[config.mk]
export PLATFORM = sky130hd
export DESIGN_NAME = execute_mc
export DESIGN_NICKNAME = d
export VERILOG_FILES = /design/src/rtl/execute_mc.sv
export SDC_FILE = /design/constraint.sdc
export NUM_CORES = 1
export LEC_CHECK = 0
export CORE_MARGIN = 10
export CORE_UTILIZATION = 45
export CTS_CLUSTER_DIAMETER = 60
export DETAILED_ROUTE_END_ITERATION = 8
export MAX_ROUTING_LAYER = met4
export PLACE_DENSITY_LB_ADDON = 0.25
export SYNTH_ARGS = -nofsm -noshare
export SYNTH_HDL_FRONTEND = slang
export SYNTH_SLANG_ARGS = --single-unit
[constraint.sdc]
create_clock -name clk -period 4.97 [get_ports clk]
set_input_delay 0.7455 -clock clk [delete_from_list [all_inputs] [get_ports clk]]
set_output_delay 0.7455 -clock clk [all_outputs]
set_load 0.02 [all_outputs]
[src/rtl/execute_mc.sv]
// Execute stage: a single-cycle ALU path plus an iterative radix-2 multiply /
// unsigned divide unit. Both paths share one registered result and flag set
// behind a valid/ready handshake. Three states: IDLE accepts, BUSY iterates,
// DONE holds the result until the consumer takes it.

// Combinational ALU, ctrl = {funct7[5], funct3}:
// 0000 ADD, 1000 SUB, 0001 SLL, 0010 SLT, 0011 SLTU,
// 0100 XOR, 0101 SRL, 1101 SRA, 0110 OR, 0111 AND, others -> 0.
module execute_mc_alu #(
    parameter int DATA_WIDTH = 32
) (
    input  logic [DATA_WIDTH-1:0] a_i,
    input  logic [DATA_WIDTH-1:0] b_i,
    input  logic [3:0]            ctrl_i,
    output logic [DATA_WIDTH-1:0] result_o,
    output logic                  z_o,
    output logic                  n_o,
    output logic                  c_o,
    output logic                  v_o
);
    localparam int SW = $clog2(DATA_WIDTH);
    localparam int M  = DATA_WIDTH - 1;

    logic [DATA_WIDTH:0] add_w;
    logic [DATA_WIDTH:0] sub_w;
    logic [SW-1:0]       shamt;

    // Carry of SUB is "no borrow", i.e. a >= b unsigned.
    assign add_w = {1'b0, a_i} + {1'b0, b_i};
    assign sub_w = {1'b0, a_i} + {1'b0, ~b_i} + {{DATA_WIDTH{1'b0}}, 1'b1};
    assign shamt = b_i[SW-1:0];

    // Operation decode; c/v are only meaningful for ADD and SUB.
    always_comb begin
        result_o = '0;
        c_o      = 1'b0;
        v_o      = 1'b0;
        case (ctrl_i)
            4'b0000: begin
                result_o = add_w[M:0];
                c_o      = add_w[DATA_WIDTH];
                v_o      = (a_i[M] == b_i[M]) && (add_w[M] != a_i[M]);
            end
            4'b1000: begin
                result_o = sub_w[M:0];
                c_o      = sub_w[DATA_WIDTH];
                v_o      = (a_i[M] != b_i[M]) && (sub_w[M] != a_i[M]);
            end
            4'b0001: result_o = a_i << shamt;
            4'b0010: result_o = {{M{1'b0}}, $signed(a_i) < $signed(b_i)};
            4'b0011: result_o = {{M{1'b0}}, a_i < b_i};
            4'b0100: result_o = a_i ^ b_i;
            4'b0101: result_o = a_i >> shamt;
            4'b1101: result_o = $signed(a_i) >>> shamt;
            4'b0110: result_o = a_i | b_i;
            4'b0111: result_o = a_i & b_i;
            default: result_o = '0;
        endcase
    end

    assign z_o = (result_o == '0);
    assign n_o = result_o[M];
endmodule

module execute_mc #(
    parameter int DATA_WIDTH = 32
) (
    input  logic                  clk,
    input  logic                  rst_n,
    input  logic                  flush,
    input  logic                  in_valid,
    output logic                  in_ready,
    input  logic [DATA_WIDTH-1:0] reg_data1,
    input  logic [DATA_WIDTH-1:0] reg_data2,
    input  logic [DATA_WIDTH-1:0] imm_ext,
    input  logic                  ALUsrc,
    input  logic [4:0]            op_sel,
    output logic                  out_valid,
    input  logic                  out_ready,
    output logic [DATA_WIDTH-1:0] alu_result,
    output logic                  z_flag,
    output logic                  n_flag,
    output logic                  c_flag,
    output logic                  v_flag,
    output logic                  busy
);
    localparam int W  = DATA_WIDTH;
    localparam int CW = $clog2(DATA_WIDTH + 1);

    typedef enum logic [1:0] {S_IDLE = 2'd0, S_BUSY = 2'd1, S_DONE = 2'd2} state_t;

    state_t        state_q, state_d;
    logic [CW-1:0] cnt_q, cnt_d;
    logic [W-1:0]  opa_q, opa_d;   // multiplicand (MUL*) or divisor (DIV/REM)
    logic [W-1:0]  hi_q, hi_d;     // product high half / partial remainder
    logic [W-1:0]  lo_q, lo_d;     // multiplier -> product low / dividend -> quotient
    logic [1:0]    mop_q, mop_d;
    logic [W-1:0]  res_q, res_d;
    logic          z_q, z_d, n_q, n_d, c_q, c_d, v_q, v_d;

    logic [W-1:0]  opb;
    logic          accept;
    logic [W-1:0]  alu_res;
    logic          alu_z, alu_n, alu_c, alu_v;
    logic [W:0]    mul_sum;
    logic [W:0]    div_shift;
    logic [W:0]    div_diff;
    logic          div_ge;
    logic [W-1:0]  step_hi, step_lo, m_res;

    assign opb    = ALUsrc ? imm_ext : reg_data2;
    assign accept = in_valid && in_ready && !flush;

    // ALU sees the live operands so its output can be captured on the accept edge.
    execute_mc_alu #(.DATA_WIDTH(W)) u_alu (
        .a_i      (reg_data1),
        .b_i      (opb),
        .ctrl_i   (op_sel[3:0]),
        .result_o (alu_res),
        .z_o      (alu_z),
        .n_o      (alu_n),
        .c_o      (alu_c),
        .v_o      (alu_v)
    );

    // One radix-2 step: shift-add multiply or restoring divide. For a zero
    // divisor the compare always succeeds, giving quotient all ones and the
    // dividend shifted back out as the remainder.
    always_comb begin
        mul_sum   = {1'b0, hi_q} + (lo_q[0] ? {1'b0, opa_q} : {(W+1){1'b0}});
        div_shift = {hi_q, lo_q[W-1]};
        div_diff  = div_shift - {1'b0, opa_q};
        div_ge    = (div_shift >= {1'b0, opa_q});
        if (mop_q[1]) begin
            step_hi = div_ge ? div_diff[W-1:0] : div_shift[W-1:0];
            step_lo = {lo_q[W-2:0], div_ge};
        end else begin
            step_hi = mul_sum[W:1];
            step_lo = {mul_sum[0], lo_q[W-1:1]};
        end
        // MUL/DIVU take the low register, MULHU/REMU the high one.
        m_res = mop_q[0] ? step_hi : step_lo;
    end

    // Next-state and datapath update; flush overrides everything and leaves
    // the visible result untouched.
    always_comb begin
        state_d = state_q;
        cnt_d   = cnt_q;
        opa_d   = opa_q;
        hi_d    = hi_q;
        lo_d    = lo_q;
        mop_d   = mop_q;
        res_d   = res_q;
        z_d     = z_q;
        n_d     = n_q;
        c_d     = c_q;
        v_d     = v_q;
        case (state_q)
            S_IDLE: begin
                if (accept) begin
                    if (op_sel[4]) begin
                        state_d = S_BUSY;
                        cnt_d   = CW'(W);
                        mop_d   = op_sel[1:0];
                        hi_d    = '0;
                        opa_d   = op_sel[1] ? opb : reg_data1;
                        lo_d    = op_sel[1] ? reg_data1 : opb;
                    end else begin
                        state_d = S_DONE;
                        res_d   = alu_res;
                        z_d     = alu_z;
                        n_d     = alu_n;
                        c_d     = alu_c;
                        v_d     = alu_v;
                    end
                end
            end
            S_BUSY: begin
                hi_d  = step_hi;
                lo_d  = step_lo;
                cnt_d = cnt_q - CW'(1);
                if (cnt_q == CW'(1)) begin
                    state_d = S_DONE;
                    res_d   = m_res;
                    z_d     = (m_res == '0);
                    n_d     = m_res[W-1];
                    c_d     = 1'b0;
                    v_d     = 1'b0;
                end
            end
            S_DONE: begin
                if (out_ready) begin
                    state_d = S_IDLE;
                end
            end
            default: state_d = S_IDLE;
        endcase
        if (flush) begin
            state_d = S_IDLE;
            res_d   = res_q;
            z_d     = z_q;
            n_d     = n_q;
            c_d     = c_q;
            v_d     = v_q;
        end
    end

    // State and datapath registers, cleared asynchronously.
    always_ff @(posedge clk or negedge rst_n) begin
        if (!rst_n) begin
            state_q <= S_IDLE;
            cnt_q   <= '0;
            opa_q   <= '0;
            hi_q    <= '0;
            lo_q    <= '0;
            mop_q   <= '0;
            res_q   <= '0;
            z_q     <= 1'b0;
            n_q     <= 1'b0;
            c_q     <= 1'b0;
            v_q     <= 1'b0;
        end else begin
            state_q <= state_d;
            cnt_q   <= cnt_d;
            opa_q   <= opa_d;
            hi_q    <= hi_d;
            lo_q    <= lo_d;
            mop_q   <= mop_d;
            res_q   <= res_d;
            z_q     <= z_d;
            n_q     <= n_d;
            c_q     <= c_d;
            v_q     <= v_d;
        end
    end

    assign in_ready   = (state_q == S_IDLE);
    assign busy       = (state_q == S_BUSY);
    assign out_valid  = (state_q == S_DONE);
    assign alu_result = res_q;
    assign z_flag     = z_q;
    assign n_flag     = n_q;
    assign c_flag     = c_q;
    assign v_flag     = v_q;
endmodule

Word-level counts from Yosys, hierarchy flattened
Cells that the tools add are included.

Input port bits: 107. Output and inout bits: 39. Register bits: 142. Word-level logic and storage cells: 110.

Reduce and logical (&&, ||, !) cells: 14. Shift operators: 3. Bitwise gates (word level): 5. Multiplexer cells: 45. Eq/ne operators: 23. $lt $le $gt $ge: 3. Add/subtract/negate cells: 6.

Operators by type and width (number): $mux W32 (15); $pmux W32 S10 (1); $pmux W32 S2 (3); $add A32 B32 Y33 (3); $logic_not A32 Y1 (2); $lt A32 B32 Y1 (2); $add A33 B1 Y33 const B (1); $ge A33 B32 Y1 (1); $and A32 B32 Y32 (1); $not A32 Y32 (1); $or A32 B32 Y32 (1); $shl A32 B5 Y32 (1); $shr A32 B5 Y32 (1); $sshr A32 B5 Y32 (1); $sub A32 B32 Y32 (1); $xor A32 B32 Y32 (1); $eq A4 B3 Y1 const B (4); $mux W6 (2); $pmux W1 S2 (6); $pmux W6 S2 (1); $mux W1 (11); $mux W2 (5); $ne A3 B2 Y1 const B (3); $reduce_and A3 Y1 (3); other kinds (19) (28).

Longest topological paths before layout
Depth in word-level cells: 10. Gate-level depth with buffers: 21. Gate-level depth less buffers: 17.

Hierarchy
A second synthesis with hierarchy kept.

Cells, all modules: 3059. Area, all modules: 22740.6 um2.

Modules (own cells, without submodules): execute_mc (cells each 1598, instances 1, seq. area each 3553.4 um2, area an instance 12470.7 um2); execute_mc_alu (cells each 1461, instances 1, seq. area each 0.0 um2, area an instance 10269.8 um2).

Worst setup path before layout
OpenSTA, ideal clock, no wires.

Kind: input -> register. From: input port ALUsrc. To: register z_q, in the netlist z_flag. Stages on the path: 19. Setup slack: -0.662 ns. Required time: 4.904 ns. Arrival: 5.566 ns. Setup time: 0.066 ns. Path buffers: 5. Cell sequence: buf_2 > mux2i_1 > clkbuf_1 > clkbuf_1 > buf_1 > clkbuf_1 > ha_1 > nor2b_1 > o211ai_1 > a31oi_1 > o21ai_1 > a2111oi_0 > o41ai_1 > a211oi_1 > o221ai_1 > a21o_1 > or4_1 > o21ai_1 > a31o_1.

Word-level cells in the longest chain between the ends: 9. Elaborated cells between the ends (all ways): 18. Classes of those cells: add/sub: 3; order compare: 2; shift: 3; mux: 5; bitwise: 4; reduce/logical: 1.

RTL lines: start, declared (RTL line 76) `input logic ALUsrc,`; $mux W32 (*) (RTL line 111) `assign opb = ALUsrc ? imm_ext : reg_data2;`; $not A32 Y32 (RTL line 30) `assign sub_w = {1'b0, a_i} + {1'b0, ~b_i} + {{DATA_WIDTH{1'b0}}, 1'b1};`; $add A32 B32 Y33 (RTL line 30); $add A33 B1 Y33 (RTL line 30); $pmux W32 S10 (*) (RTL line 38) `case (ctrl_i)`; $logic_not A32 Y1 (*) (RTL line 61) `assign z_o = (result_o == '0);`; $mux W1 (*) (RTL line 162) `if (op_sel[4]) begin`; $mux W1 (*) (RTL line 161) `if (accept) begin`; $pmux W1 S2 (*) (RTL line 159) `case (state_q)`; end signal, assigned (RTL line 231) `z_q <= z_d;`; end, declared (RTL line 99) `logic z_q, z_d, n_q, n_d, c_q, c_d, v_q, v_d;`.

Mark *: on every way between the ends. The rest lies on a longest branch, timed or not. The select of a mux whose other input is x is not followed. A chain may end at the register's enable or synchronous reset.

Final worst setup path
From: input port reg_data2[0]. To: register z_q, in the netlist z_flag.

Word-level cells in the longest chain between the ends: 9. Elaborated cells between the ends (all ways): 18. Classes of those cells: add/sub: 3; order compare: 2; shift: 3; mux: 5; bitwise: 4; reduce/logical: 1.

RTL lines: start, declared (RTL line 74) `input logic [DATA_WIDTH-1:0] reg_data2,`; $mux W32 (*) (RTL line 111); $not A32 Y32 (RTL line 30); $add A32 B32 Y33 (RTL line 30); $add A33 B1 Y33 (RTL line 30); $pmux W32 S10 (*) (RTL line 38); $logic_not A32 Y1 (*) (RTL line 61); $mux W1 (*) (RTL line 162); $mux W1 (*) (RTL line 161); $pmux W1 S2 (*) (RTL line 159).

Marked as above.

==> results.txt <==
Setup-failing EPs final: 0
Unique masters post-synth: 91
Yosys reg bits: 141
Cell Pwr Density: 411.4 nW/um^2
DP HPWL: 88.21 mm
Clock Sinks: 141
CTS tree: yes
Die Ht: 238.7 um
Gr ovfl total: 0
Number of global-route vias before repair: 25,120
Worst-Margin Slew: 1.046 ns
CTS H-Tree Depth: 4
CP startpoint: reg_data2[0]
Drt pass-1 iters: 5
Critical Path RT: 5.36 ns
Slew Limit Fails: 0
Ports: 146
Initial antenna violation count: 3
Starting Density: 45.28%
RD Place Congestion: 1.090
Seq/Total Area, Yosys: 16.39%
Vias per cell: 6.598
Later-pin clock latency in the skew report: 0.45 ns
DRC viols: 0
Max Cap Viol: 0
Clock Tree Buf Depth: 2
Core area: 47,550 sq um
Critical Path Source Type: input port
Critical Path Sink Type: register
Antenna Violating Nets Remaining: 0
Die X: 238.7 um
Post-synth top area share: 16.39%
Final hold vios: 0
Via count: 25,997
Synth warn: 0
Arrival @ worst endpoint: 5.23 ns
RSZ-0062 raised after global routing: no
Initial DRC Count: 3,834
Fmax: 0.2066 GHz
Hold Crit Class: input port to async pin
Root cell of the clock tree: clkbuf_16
GRT Overall Usage: 38.77%
Tmin final: 4.839 ns
Worst clock skew: 0.01223 ns
Post-DR wirelength/cell: 28.00 um
Largest net degree at the start of global routing: 106
LEAKAGE: 0.01234 uW
Dominant cells by area after synthesis: dfrtp_1 (16%), ha_1 (9.6%), mux2i_1 (7.7%)
Main synth FF type: dfrtp_1
Total routed wirelength: 110.3 mm
Biggest area consumer among synthesized cells: dfrtp_1
Final period utilization: 97.37%
Final core utilization: 57.46%
PortBufs: 145
Syn Std Cell Area: 21,530 sq um
RR Startpoint: opa_q[0]$_DFFE_PN0P_
Mean post-synth cell area: 7.452 sq um
Hold buffer count at cts: 0
First-pass GRT wire length: 162.6 mm
Max VDD drop: 0.2674 mV
Synth Instances: 2,889
Critical Path Fanout Max: 3
Number of flops mapped to enable cells by yosys: 0
Area growth from synthesis to layout: 26.88%
Clk slew on worst S/H paths: 0.07 ns
DIE AREA: 56,990 sq um
Setup ws final: 0.1307 ns
Share of layout cells above drive strength 1: 19.08%
TritonCTS Buffers: 17
Slew headroom: 30.27%
Final nets: 3,586
Asr flop ratio synth: 100.0%
CP Class: input port to register
Status: finished, final reports clean
Pre-CTS WS: -0.2231 ns
Synth Net Count: 3,166
Count leader, synth: nand2_1
Commonest cells post-synth: nand2_1 (341), nor2_1 (233), o21ai_0 (222), a21oi_1 (209), clkbuf_1 (181)
Rows: 80
## stage by stage
stage / power [uW] / cell area (sq um) / hold WS (ns) / cells / setup TNS [ns]
2_1_floorplan: 6563 / 21590 / 0.4499 / 2889 / 0
3_5_place_dp: 9590 / 26650 / 0.4682 / 3900 / -0.2231
4_1_cts: 10930 / 27230 / 0.4788 / 3932 / 0
3_3_place_gp: 9443 / 26650 / 0.4597 / 3900 / -0.1477
5_1_grt: 11870 / 27310 / 0.4872 / 3937 / 0
6_report: 11240 / 27320 / 0.3823 / 3940 / 0
## registers in the layout, summed over array words and instances (netlist names)
name and flops:
hi_q 32, cnt_q 6, v_flag 1, z_flag 1, opa_q 32, c_flag 1, mop_q 2, alu_result 32
state_q 2, lo_q 32
## layer usage
metal | global-route usage [%] | share of wire (%) | vias up | wire [um]
met5 | - | 0 | - | 0
met4 | 21.98 | 6.8 | 0 | 7535
met3 | 4.357 | 8.6 | 330 | 9453
met2 | 60.50 | 45 | 1618 | 50150
met1 | 48.19 | 39 | 12520 | 43200
li1 | - | - | 11529 | -
## repair_timing
item / in CTS / in global routing
gates resized for setup: 0 / 8
buffers inserted: 0 / 5
endpoints found under the setup margin: 0 / 1
## cell families (layout without fill, tap and decap cells)
kind of cell / count (synthesis) / count (layout) / synth area share [%]
xor gates and xnor gates: 76 / 76 / 3.092
buffers and inverters: 390 / 823 / 6.893
other: 0 / 3 / 0
and+or+nand+nor: 883 / 883 / 18.84
adders and majority gates: 170 / 170 / 10.02
DFF: 141 / 141 / 16.39
AOI/OAI and AO/OA: 989 / 989 / 29.94
muxes: 240 / 240 / 14.83
## where the power goes
| part | leakage [uW] | internal [uW] | switching, uW | total, uW |
|---|---|---|---|---|
| Clock | 0.000275 | 714 | 571 | 1280 |
| Combinational | 0.0103 | 3260 | 4650 | 7910 |
| Sequential | 0.00180 | 1560 | 478 | 2040 |
| Total | 0.0123 | 5540 | 5700 | 11200 |
## worst max-delay path: stages
cell and delay (ns):
clkdlybuf4s50_1 0.47, mux2i_4 0.36, inv_2 0.10, ha_1 0.22
buf_4 0.13, o21bai_1 0.20, and3_1 0.27, o21a_1 0.19
buf_4 0.13, o31a_1 0.22, o211ai_1 0.19, o311a_1 0.39
a211oi_1 0.45, o211ai_1 0.24, nor4_1 0.34, nand4_1 0.17
o21ai_1 0.25, a31o_1 0.14
## cell type report
class | instances | area, sq um
multi-input cells | 2358 | 16660
fillers | 4482 | 20230
repair buffers | 624 | 5144
flip-flops and latches | 141 | 3532
inverters | 167 | 630.6
clock inverters | 13 | 132.6
diodes | 3 | 7.507
clock buffers | 19 | 442.9
well taps | 615 | 769.5
## placed cells by master (no fill, tap or decap), types with 26 or more instances in the layout
cell type / instances
a21oi_1: 209
mux2i_1: 162
and2_1: 49
a21o_1: 40
o21ai_0: 222
inv_1: 157
a31oi_1: 29
a211oi_1: 44
a22oi_1: 56
nand2_1: 341
o21ai_1: 51
xnor2_1: 42
buf_4: 470
nor2_1: 232
o211ai_1: 69
nand3_1: 56
ha_1: 165
mux4_2: 61
xor2_1: 34
o22ai_1: 32
nor3_1: 41
dfrtp_1: 140
nand4_1: 26
clkdlybuf4s50_1: 141
## worst paths after layout
check	end	slack (ns)	cells past startpoint
max	z_flag$_DFFE_PN0P_	0.13	18
min	opa_q[1]$_DFFE_PN0P_	0.38	1
max reg2reg	z_flag$_DFFE_PN0P_	0.20	16
min reg2reg	alu_result[19]$_DFFE_PN0P_	0.48	1
max in group asynchronous	hi_q[23]$_DFFE_PN0P_	3.40	2
min in group clk	alu_result[19]$_DFFE_PN0P_	0.48	1
No activity file was read; power rests on OpenSTA's default activity.
